==> src/rtl/reg_write_scheduler_if.sv <==
// ============================================================================
// Module   : reg_write_scheduler_if
// Brief    : Bundle of the WB/LU/issue/read-stage and regfile-side signals
//            around the register-file write-port scheduler.
// Revision : 1.0  initial release
// ============================================================================
`timescale 1ns/1ps
`default_nettype none

interface reg_write_scheduler_if #(
    parameter int DW = 16,
    parameter int AW = 3
);
    logic              wb_valid;
    logic [AW-1:0]     wb_rd;
    logic [DW-1:0]     wb_data;
    logic              wb_ready;
    logic              lu_valid;
    logic [AW-1:0]     lu_rd;
    logic [DW-1:0]     lu_data;
    logic              lu_ready;
    logic              iss_valid;
    logic [AW-1:0]     iss_rd;
    logic [AW-1:0]     rd_ra;
    logic [AW-1:0]     rd_rb;
    logic              stall;
    logic              reg_write;
    logic [AW-1:0]     reg_rd;
    logic [DW-1:0]     reg_wdata;
    logic [2**AW-1:0]  busy;

    modport master (
        output wb_valid, wb_rd, wb_data, lu_valid, lu_rd, lu_data,
               iss_valid, iss_rd, rd_ra, rd_rb,
        input  wb_ready, lu_ready, stall, reg_write, reg_rd, reg_wdata, busy
    );

    modport slave (
        input  wb_valid, wb_rd, wb_data, lu_valid, lu_rd, lu_data,
               iss_valid, iss_rd, rd_ra, rd_rb,
        output wb_ready, lu_ready, stall, reg_write, reg_rd, reg_wdata, busy
    );
endinterface

`default_nettype wire

==> src/rtl/reg_write_scheduler.sv <==
// ============================================================================
// Module   : reg_write_scheduler
// Brief    : Arbitrates the single regfile write port between WB and a FIFO of
//            long-latency results, with anti-starvation and a busy scoreboard.
//            Optional macro REG_SCHED_R0_PROTECT_EN makes r0 unwritable/never busy.
// Revision : 1.0  initial release
// ============================================================================
`timescale 1ns/1ps
`default_nettype none

module reg_write_scheduler #(
    parameter int DW           = 16,
    parameter int AW           = 3,
    parameter int FIFO_DEPTH   = 2,
    parameter int STARVE_LIMIT = 4
) (
    input  wire logic            clk,
    input  wire logic            rst,
    reg_write_scheduler_if.slave bus
);
    localparam int               c_NREG  = 2**AW;
    localparam int               c_PTR_W = $clog2(FIFO_DEPTH);
    localparam int               c_CNT_W = $clog2(STARVE_LIMIT + 1);
    localparam logic [c_PTR_W:0]   c_PTR_ONE = (c_PTR_W+1)'(1);
    localparam logic [c_CNT_W-1:0] c_CNT_ONE = c_CNT_W'(1);
    localparam logic [c_CNT_W-1:0] c_LIMIT   = c_CNT_W'(STARVE_LIMIT);

    typedef enum logic [0:0] {
        ST_NORMAL = 1'b0,
        ST_STARVE = 1'b1
    } state_t;

    state_t             r_state;
    logic [DW-1:0]      r_fifo_data [FIFO_DEPTH];
    logic [AW-1:0]      r_fifo_rd   [FIFO_DEPTH];
    logic [c_PTR_W:0]   r_wptr;
    logic [c_PTR_W:0]   r_rptr;
    logic [c_CNT_W-1:0] r_cnt;
    logic [c_NREG-1:0]  r_busy;
    logic               r_reg_write;
    logic [AW-1:0]      r_reg_rd;
    logic [DW-1:0]      r_reg_wdata;

    logic               w_empty;
    logic               w_full;
    logic               w_fifo_grant;
    logic               w_wb_grant;
    logic               w_lu_ready;
    logic               w_enq;
    logic [AW-1:0]      w_sel_rd;
    logic [DW-1:0]      w_sel_data;
    logic               w_wr_en;
    logic               w_iss_en;
    logic               w_stall;
    logic [c_CNT_W-1:0] w_cnt_next;
    logic [c_NREG-1:0]  w_busy_next;

    assign w_empty = (r_wptr == r_rptr);
    assign w_full  = (r_wptr[c_PTR_W] != r_rptr[c_PTR_W]) &&
                     (r_wptr[c_PTR_W-1:0] == r_rptr[c_PTR_W-1:0]);

    // The two grants are mutually exclusive: in NORMAL the head only wins with no WB request.
    assign w_fifo_grant = !w_empty && ((r_state == ST_STARVE) || !bus.wb_valid);
    assign w_wb_grant   = bus.wb_valid && (r_state == ST_NORMAL);
    assign w_lu_ready   = !w_full || w_fifo_grant;
    assign w_enq        = bus.lu_valid && w_lu_ready;

    assign w_sel_rd   = w_wb_grant ? bus.wb_rd   : r_fifo_rd[r_rptr[c_PTR_W-1:0]];
    assign w_sel_data = w_wb_grant ? bus.wb_data : r_fifo_data[r_rptr[c_PTR_W-1:0]];

`ifdef REG_SCHED_R0_PROTECT_EN
    assign w_wr_en  = (w_wb_grant || w_fifo_grant) && (w_sel_rd != '0);
    assign w_iss_en = bus.iss_valid && (bus.iss_rd != '0);
    assign w_stall  = ((bus.rd_ra != '0) && r_busy[bus.rd_ra]) ||
                      ((bus.rd_rb != '0) && r_busy[bus.rd_rb]);
`else
    assign w_wr_en  = w_wb_grant || w_fifo_grant;
    assign w_iss_en = bus.iss_valid;
    assign w_stall  = r_busy[bus.rd_ra] || r_busy[bus.rd_rb];
`endif

    always_comb begin
        w_cnt_next = r_cnt;
        if (w_fifo_grant || w_empty) begin
            w_cnt_next = '0;
        end else if (r_cnt != c_LIMIT) begin
            w_cnt_next = r_cnt + c_CNT_ONE;
        end
    end

    // Commit clears first so a same-edge issue to the same index leaves it busy.
    always_comb begin
        w_busy_next = r_busy;
        if (r_reg_write) begin
            w_busy_next[r_reg_rd] = 1'b0;
        end
        if (w_iss_en) begin
            w_busy_next[bus.iss_rd] = 1'b1;
        end
    end

    always_ff @(posedge clk) begin
        if (w_enq) begin
            r_fifo_rd[r_wptr[c_PTR_W-1:0]]   <= bus.lu_rd;
            r_fifo_data[r_wptr[c_PTR_W-1:0]] <= bus.lu_data;
        end
    end

    always_ff @(posedge clk or posedge rst) begin
        if (rst) begin
            r_state     <= ST_NORMAL;
            r_wptr      <= '0;
            r_rptr      <= '0;
            r_cnt       <= '0;
            r_busy      <= '0;
            r_reg_write <= 1'b0;
            r_reg_rd    <= '0;
            r_reg_wdata <= '0;
        end else begin
            if (w_enq) begin
                r_wptr <= r_wptr + c_PTR_ONE;
            end
            if (w_fifo_grant) begin
                r_rptr <= r_rptr + c_PTR_ONE;
            end
            r_cnt  <= w_cnt_next;
            r_busy <= w_busy_next;

            r_reg_write <= w_wr_en;
            if (w_wr_en) begin
                r_reg_rd    <= w_sel_rd;
                r_reg_wdata <= w_sel_data;
            end

            // Switch on the edge recording the LIMIT-th loss so the head wins the very next cycle.
            case (r_state)
                ST_NORMAL: if ((w_cnt_next == c_LIMIT) && !w_empty) r_state <= ST_STARVE;
                ST_STARVE: if (w_fifo_grant) r_state <= ST_NORMAL;
                default:   r_state <= ST_NORMAL;
            endcase
        end
    end

    assign bus.wb_ready  = w_wb_grant;
    assign bus.lu_ready  = w_lu_ready;
    assign bus.stall     = w_stall;
    assign bus.reg_write = r_reg_write;
    assign bus.reg_rd    = r_reg_rd;
    assign bus.reg_wdata = r_reg_wdata;
    assign bus.busy      = r_busy;

endmodule

`default_nettype wire

==> src/flat_wrapper.sv <==
// flat-port wrapper written by rule: the top's interface ports become plain ports
module reg_write_scheduler_flat 
#(
    parameter int DW           = 16,
    parameter int AW           = 3,
    parameter int FIFO_DEPTH   = 2,
    parameter int STARVE_LIMIT = 4
)
  (clk, rst, bus_wb_valid, bus_wb_rd, bus_wb_data, bus_lu_valid, bus_lu_rd, bus_lu_data, bus_iss_valid, bus_iss_rd, bus_rd_ra, bus_rd_rb, bus_wb_ready, bus_lu_ready, bus_stall, bus_reg_write, bus_reg_rd, bus_reg_wdata, bus_busy);
  reg_write_scheduler_if #(.DW(DW), .AW(AW)) bus_i ();
  input  wire logic clk;
  input  wire logic rst;
  input wire logic [$bits(bus_i.wb_valid)-1:0] bus_wb_valid;
  input wire logic [$bits(bus_i.wb_rd)-1:0] bus_wb_rd;
  input wire logic [$bits(bus_i.wb_data)-1:0] bus_wb_data;
  input wire logic [$bits(bus_i.lu_valid)-1:0] bus_lu_valid;
  input wire logic [$bits(bus_i.lu_rd)-1:0] bus_lu_rd;
  input wire logic [$bits(bus_i.lu_data)-1:0] bus_lu_data;
  input wire logic [$bits(bus_i.iss_valid)-1:0] bus_iss_valid;
  input wire logic [$bits(bus_i.iss_rd)-1:0] bus_iss_rd;
  input wire logic [$bits(bus_i.rd_ra)-1:0] bus_rd_ra;
  input wire logic [$bits(bus_i.rd_rb)-1:0] bus_rd_rb;
  output wire logic [$bits(bus_i.wb_ready)-1:0] bus_wb_ready;
  output wire logic [$bits(bus_i.lu_ready)-1:0] bus_lu_ready;
  output wire logic [$bits(bus_i.stall)-1:0] bus_stall;
  output wire logic [$bits(bus_i.reg_write)-1:0] bus_reg_write;
  output wire logic [$bits(bus_i.reg_rd)-1:0] bus_reg_rd;
  output wire logic [$bits(bus_i.reg_wdata)-1:0] bus_reg_wdata;
  output wire logic [$bits(bus_i.busy)-1:0] bus_busy;
  assign bus_i.wb_valid = bus_wb_valid;
  assign bus_i.wb_rd = bus_wb_rd;
  assign bus_i.wb_data = bus_wb_data;
  assign bus_i.lu_valid = bus_lu_valid;
  assign bus_i.lu_rd = bus_lu_rd;
  assign bus_i.lu_data = bus_lu_data;
  assign bus_i.iss_valid = bus_iss_valid;
  assign bus_i.iss_rd = bus_iss_rd;
  assign bus_i.rd_ra = bus_rd_ra;
  assign bus_i.rd_rb = bus_rd_rb;
  assign bus_wb_ready = bus_i.wb_ready;
  assign bus_lu_ready = bus_i.lu_ready;
  assign bus_stall = bus_i.stall;
  assign bus_reg_write = bus_i.reg_write;
  assign bus_reg_rd = bus_i.reg_rd;
  assign bus_reg_wdata = bus_i.reg_wdata;
  assign bus_busy = bus_i.busy;
  reg_write_scheduler #(.DW(DW), .AW(AW), .FIFO_DEPTH(FIFO_DEPTH), .STARVE_LIMIT(STARVE_LIMIT)) u_core (.clk(clk), .rst(rst), .bus(bus_i));
endmodule
==> config.mk <==
export PLATFORM = sky130hd
export DESIGN_NAME = reg_write_scheduler_flat
export DESIGN_NICKNAME = d
export VERILOG_FILES = /design/src/rtl/reg_write_scheduler_if.sv /design/src/rtl/reg_write_scheduler.sv /design/src/flat_wrapper.sv
export SDC_FILE = /design/constraint.sdc
export NUM_CORES = 1
export LEC_CHECK = 0
export ABC_AREA = 1
export CORE_UTILIZATION = 55
export CTS_BUF_LIST = sky130_fd_sc_hd__clkbuf_8
export CTS_CLUSTER_SIZE = 30
export DETAILED_ROUTE_END_ITERATION = 10
export PLACE_DENSITY = 0.95
export SYNTH_ARGS = -nofsm -noshare
export SYNTH_HDL_FRONTEND = slang
export SYNTH_SLANG_ARGS = --single-unit
==> constraint.sdc <==
create_clock -name clk -period 4.2 [get_ports clk]
set_input_delay 0.84 -clock clk [delete_from_list [all_inputs] [get_ports clk]]
set_output_delay 0.84 -clock clk [all_outputs]
set_load 0.01 [all_outputs]
* Yosys cells after proc, flatten, opt, wreduce, memory -nomap -nowiden
Memory sizes are Yosys's and may differ from the RTL's.
Index checks and enable logic that the tools add are counted.
** Storage, ports and cells
- Bits in writable memories :: 38
- Output and inout port bits :: 31
- Input port bits :: 52
- Bits in registers :: 36
- Memories kept :: 2
** Operators by class
- $lt $le $gt $ge :: 6
- Bitwise operators :: 4
- Reduce and logical (&&, ||, !) cells :: 15
- $add $sub $neg :: 3
- Equal/unequal tests :: 5
- Mux-type cells :: 19
** Memory list
- u_core.r_fifo_data :: depth 2, bits a word 16, rd ports 1, clocked after memory_dff 0, wr ports 1, line reg_write_scheduler.sv:34 : logic [DW-1:0] r_fifo_data [FIFO_DEPTH];
- u_core.r_fifo_rd :: depth 2, bits a word 3, rd ports 1, clocked after memory_dff 0, wr ports 1, line reg_write_scheduler.sv:35 : logic [AW-1:0] r_fifo_rd [FIFO_DEPTH];
** Operators by type and width (number)
- $lt A3 B4 Y1 const B :: 4
- $mux W16 :: 1
- $mux W8 :: 2
- $mux W3 :: 3
- $and A8 B8 Y8 :: 1
- $mux W1 :: 8
- $not A8 Y8 :: 1
- $or A8 B8 Y8 :: 1
- $logic_and A1 B1 Y1 :: 7
- $bmux W1 S3 :: 2
- $demux W1 S3 :: 2
- $ge A3 B1 Y1 const B :: 2
- $logic_or A1 B1 Y1 :: 5
- $add A2 B1 Y2 const B :: 2
- $add A3 B1 Y3 const B :: 1
- $eq A3 B3 Y1 const B :: 1
- $logic_not A1 Y1 :: 3
- $ne A3 B3 Y1 const B :: 1
- $eq A2 B2 Y1 :: 1
- $pmux W1 S2 :: 1
- $eq A1 B1 Y1 :: 1
- $ne A1 B1 Y1 :: 1
- $not A1 Y1 :: 1

* Depth between registers and ports, before layout
- Depth after elaboration :: 9
- Gate-level depth with buffers :: 9
- Depth with buffers taken out :: 8

* Worst setup path before layout
No wires, ideal clock.
- Kind :: input-to-reg
- From :: input bus_wb_valid
- To :: memory u_core.r_fifo_data[1][0] (enable)
- Arrival time :: 2125 ps
- Buffers on the path :: 0
- Stages :: 5
- Slack :: 1680 ps
- Path through :: nand2_2 > inv_2 > nand3_1 > nand2_1 > nor2_1
** On the way
- Longest elaborated chain between the ends :: 7
** Ends and longest elaborated chain
- from (decl) :: line flat_wrapper.sv:13 : input wire logic [$bits(bus_i.wb_valid)-1:0] bus_wb_valid;
- $logic_not A1 Y1 :: line reg_write_scheduler.sv:63 : assign w_fifo_grant = !w_empty && ((r_state == ST_STARVE) || !bus.wb_valid);
- $logic_or A1 B1 Y1 :: line reg_write_scheduler.sv:63
- $logic_and A1 B1 Y1 :: line reg_write_scheduler.sv:63
- $logic_or A1 B1 Y1 :: line reg_write_scheduler.sv:65 : assign w_lu_ready = !w_full || w_fifo_grant;
- via bus_lu_ready :: line flat_wrapper.sv:24 : output wire logic [$bits(bus_i.lu_ready)-1:0] bus_lu_ready;
- $logic_and A1 B1 Y1 :: line reg_write_scheduler.sv:66 : assign w_enq = bus.lu_valid && w_lu_ready;
- $mux W1 :: line reg_write_scheduler.sv:103 : if (w_enq) begin
- $mux W1 (implied by the code) :: line reg_write_scheduler.sv:105 : r_fifo_data[r_wptr[c_PTR_W-1:0]] <= bus.lu_data;
- to (decl) :: line reg_write_scheduler.sv:34
The timed path passes the listed nets, and every way through them passes these cells.

* Worst setup path in the final report
- From :: input bus_rd_rb[0]
- To :: output bus_stall
** On the way
- Longest elaborated chain between the ends :: 3
** Ends and longest elaborated chain
- from (decl) :: line flat_wrapper.sv:22 : input wire logic [$bits(bus_i.rd_rb)-1:0] bus_rd_rb;
- $bmux W1 S3 :: line reg_write_scheduler.sv:79 : assign w_stall = r_busy[bus.rd_ra] || r_busy[bus.rd_rb];
- $mux W1 (implied by the code) :: line reg_write_scheduler.sv:79
- $logic_or A1 B1 Y1 :: line reg_write_scheduler.sv:79
- to (decl) :: line flat_wrapper.sv:25 : output wire logic [$bits(bus_i.stall)-1:0] bus_stall;
No other way between the ends. The select of a mux whose other input is x is not followed.

==> metrics.md <==
| Metric | Value |
|---|---|
| HPWL Detailed | `around 5800 um` |
| Rel. slew slack | `between 50% and 60%` |
| Ant diodes | `0` |
| Die footprint | `6490 sq um` |
| Post-route cell area | `around 4500 sq um` |
| Ys Warns | `0` |
| CTS Root Cell | `clkbuf_8` |
| Max IR drop VDD | `0.413 mV` |
| Core area | `between 5000 and 6000 sq um` |
| Final Hold Vio Count | `0` |
| Die Ht | `80.6 um` |
| # DRC | `0` |
| Post-Syn Instances | `~380` |
| Min Tclk post-route | `approximately 3.3 ns` |
| Synth top area share | `approximately a third` |
| Initial antenna violation count | `0` |
| Mean post-synth cell area | `between 9 and 10 sq um` |
| CTS Buf Count | `9` |
| Post-route ant nets | `0` |
| Critical path startpoint category | `input port` |
| Max Clock Skew | `~0.0086 ns` |
| Post-Route Setup TNS | `0 ns` |
| WP data arrival | `2.42 ns` |
| Post-CTS sizing | `0` |
| Final Core Density | `between 70% and 80%` |
| Tcrit/Tclk final | `77.5%` |
| Final setup vio count | `0` |
| Commonest cells after routing, fill and taps aside | `nand2_1 (143), clkdlybuf4s50_1 (82), o21ai_0 (50)` |
| Final wirelength | `slightly above 8000 um` |
| Max-cap violations | `0` |
| Routed len/inst | `~15 um` |
| CTS clk-pin slew, worst paths | `approximately 0.080 ns` |
| Via density per instance | `5.31` |
| CP Capture Type | `primary output` |
| Least-Margin Pin Slew | `0.744 ns` |
| Fraction of layout cells with a size suffix above 1 | `under 10%` |
| Crit Path Max Fanout | `5` |
| Mapped Area | `3400 sq um` |
| Drt pass-1 iters | `7` |
| Setup slack, reg-to-reg | `2.06 ns` |
| Final Worst Setup Slack | `between 0.9 and 1 ns` |
| Synth area leader | `edfxtp_1` |
| Nets | `between 500 and 600` |
| Total track usage | `27.7%` |
| First-pass GRT wire length | `roughly 13000 um` |
| Peak Freq | `approximately 0.3 GHz` |
| Register area share after synthesis | `60.1%` |
| Largest net degree at the start of global routing | `43` |
| IO Port Bufs | `slightly above 80` |
| Clk Latency, worst-skew pair | `0.35 ns` |
| Pre-CTS WS | `just over 1 ns` |
| GR Overflow Total | `0` |
| Leak pwr | `a little over 2 nW` |
| Most common library cell in the layout ignoring fill and taps | `nand2_1` |
| Max Root-Sink Buffers | `2` |
| Placer's final routability congestion estimate | `0.882` |
| Clk sink count | `74` |
| Area growth syn-to-layout | `32.4%` |
| Number of global-route vias before repair | `roughly 2800` |
| Rows | `28` |
| Via count | `~2900` |
| Post-CTS Setup Bufs | `0` |
| Netlist cell types | `25` |
| Max H-tree Level | `3` |
| Crit path kind | `input port to primary output` |
| Final Max Tran Viols | `0` |
| TritonCTS clock tree | `built` |
| CTS Hold Buffers Added | `0` |
| Number of synthesized register bits | `74` |
| Dpl cell area | `approximately 4300 sq um` |
| CP Data Required Time | `around 3.4 ns` |
| Pwr/cell area | `680 nW/um^2` |
| DRT iter0 DRCs | `approximately 230` |
| Synth top area cells | `edfxtp_1 (34%), dfrtp_1 (27%), nand2_1 (16%)` |
| RSZ-0062 raised after global routing | `no` |
| Mapped Nets | `between 400 and 500` |
| HP Class | `flop to flop` |
| Outcome | `finished, final reports clean` |
| Die X | `between 80 and 90 um` |
| Initial core utilization | `between 50% and 60%` |
| Number of top-level pins | `just over 80` |
## cells by family (layout without fill, tap and decap cells)
kind of cell | after synthesis | count (layout) | share of synthesized area (%)
AOI/OAI and AO/OA | 56 | 56 | 8.25
xor gates and xnor gates | 2 | 2 | 0.516
adders and majority gates | 2 | 2 | 0.737
buffers and inverters | 60 | 150 | 7.92
DFF | 74 | 74 | 60.1
and+or+nand+nor | 181 | 181 | 22.5
## layer usage
layer  up-vias  GRT usage (%)  routed length, um
li1       1363              -                  -
met1      1347           30.7               3180
met2       134           49.3               4380
met3        23           5.34                524
met4         0           15.9                204
met5         -              0                  0
## report_power, final
part | switching [mW] | internal (mW) | total [mW]
Clock | 0.269 | 0.394 | 0.663
Combinational | 0.667 | 0.501 | 1.17
Sequential | 0.192 | 1.03 | 1.22
## area by class of cell
cell class                 count  area [sq um]
clock buffer                   9           124
clock inverter                 7           118
fill                         382          1460
inverter                      48           183
multi-input combinational    241          1090
sequential                    74          2040
tap                           75          93.8
timing repair buffer          86           851
## registers in the layout (all words and copies together), names as in the netlist
register / cells
u_core.bus.reg_rd: 3
u_core.bus.busy: 8
u_core.r_cnt: 3
u_core.r_state: 1
u_core.bus.reg_write: 1
u_core.r_wptr: 2
u_core.bus.reg_wdata: 16
u_core.r_rptr: 2
u_core.r_fifo_rd: 6
u_core.r_fifo_data: 32
## final timing paths
kind                                         start                        end  depth (start not counted)
setup / recovery                      bus_rd_rb[0]                  bus_stall                          8
hold / removal             u_core.bus.reg_wdata[4]    u_core.bus.reg_wdata[4]                          2
setup reg to reg                  u_core.r_rptr[0]  u_core.r_fifo_data[0][11]                          7
hold reg to reg            u_core.bus.reg_wdata[4]    u_core.bus.reg_wdata[4]                          2
max in group asynchronous                      rst             u_core.r_state                          3
min in group asynchronous                      rst    u_core.bus.reg_wdata[8]                          2
## metrics by stage
step,std cells,hold slack (ns),power (mW)
floorplan,375,0.470,1.86
global route,540,0.519,3.24
detailed placement,524,0.471,2.37
CTS,540,0.492,3.05
finish,540,0.491,3.06
global placement,524,0.465,2.30
## critical path, stage by stage
cell	delay [ns]
clkdlybuf4s50_1	0.56
inv_1	0.11
nand2_1	0.09
nand3_1	0.08
nand3b_1	0.09
nand2_1	0.06
nand2_1	0.05
clkdlybuf4s50_1	0.52
## synth_stat cells
cell type  count
nand2_4        1
nand3_1       17
and3_1         1
nand4_1        1
buf_12         1
nand3b_1       1
nor2_1         3
o21ai_0       50
buf_4          2
inv_1         43
nand2_2       13
edfxtp_1      38
inv_4          1
a21oi_1        1
inv_2          4
xnor2_1        1
buf_2          7
xor2_1         1
nand3_4        1
nand2_1      143
dfrtp_1       36
clkbuf_2       1
ha_1           2
o21ai_1        5
buf_6          1
Note: power is estimated with default switching activity, not from simulation.
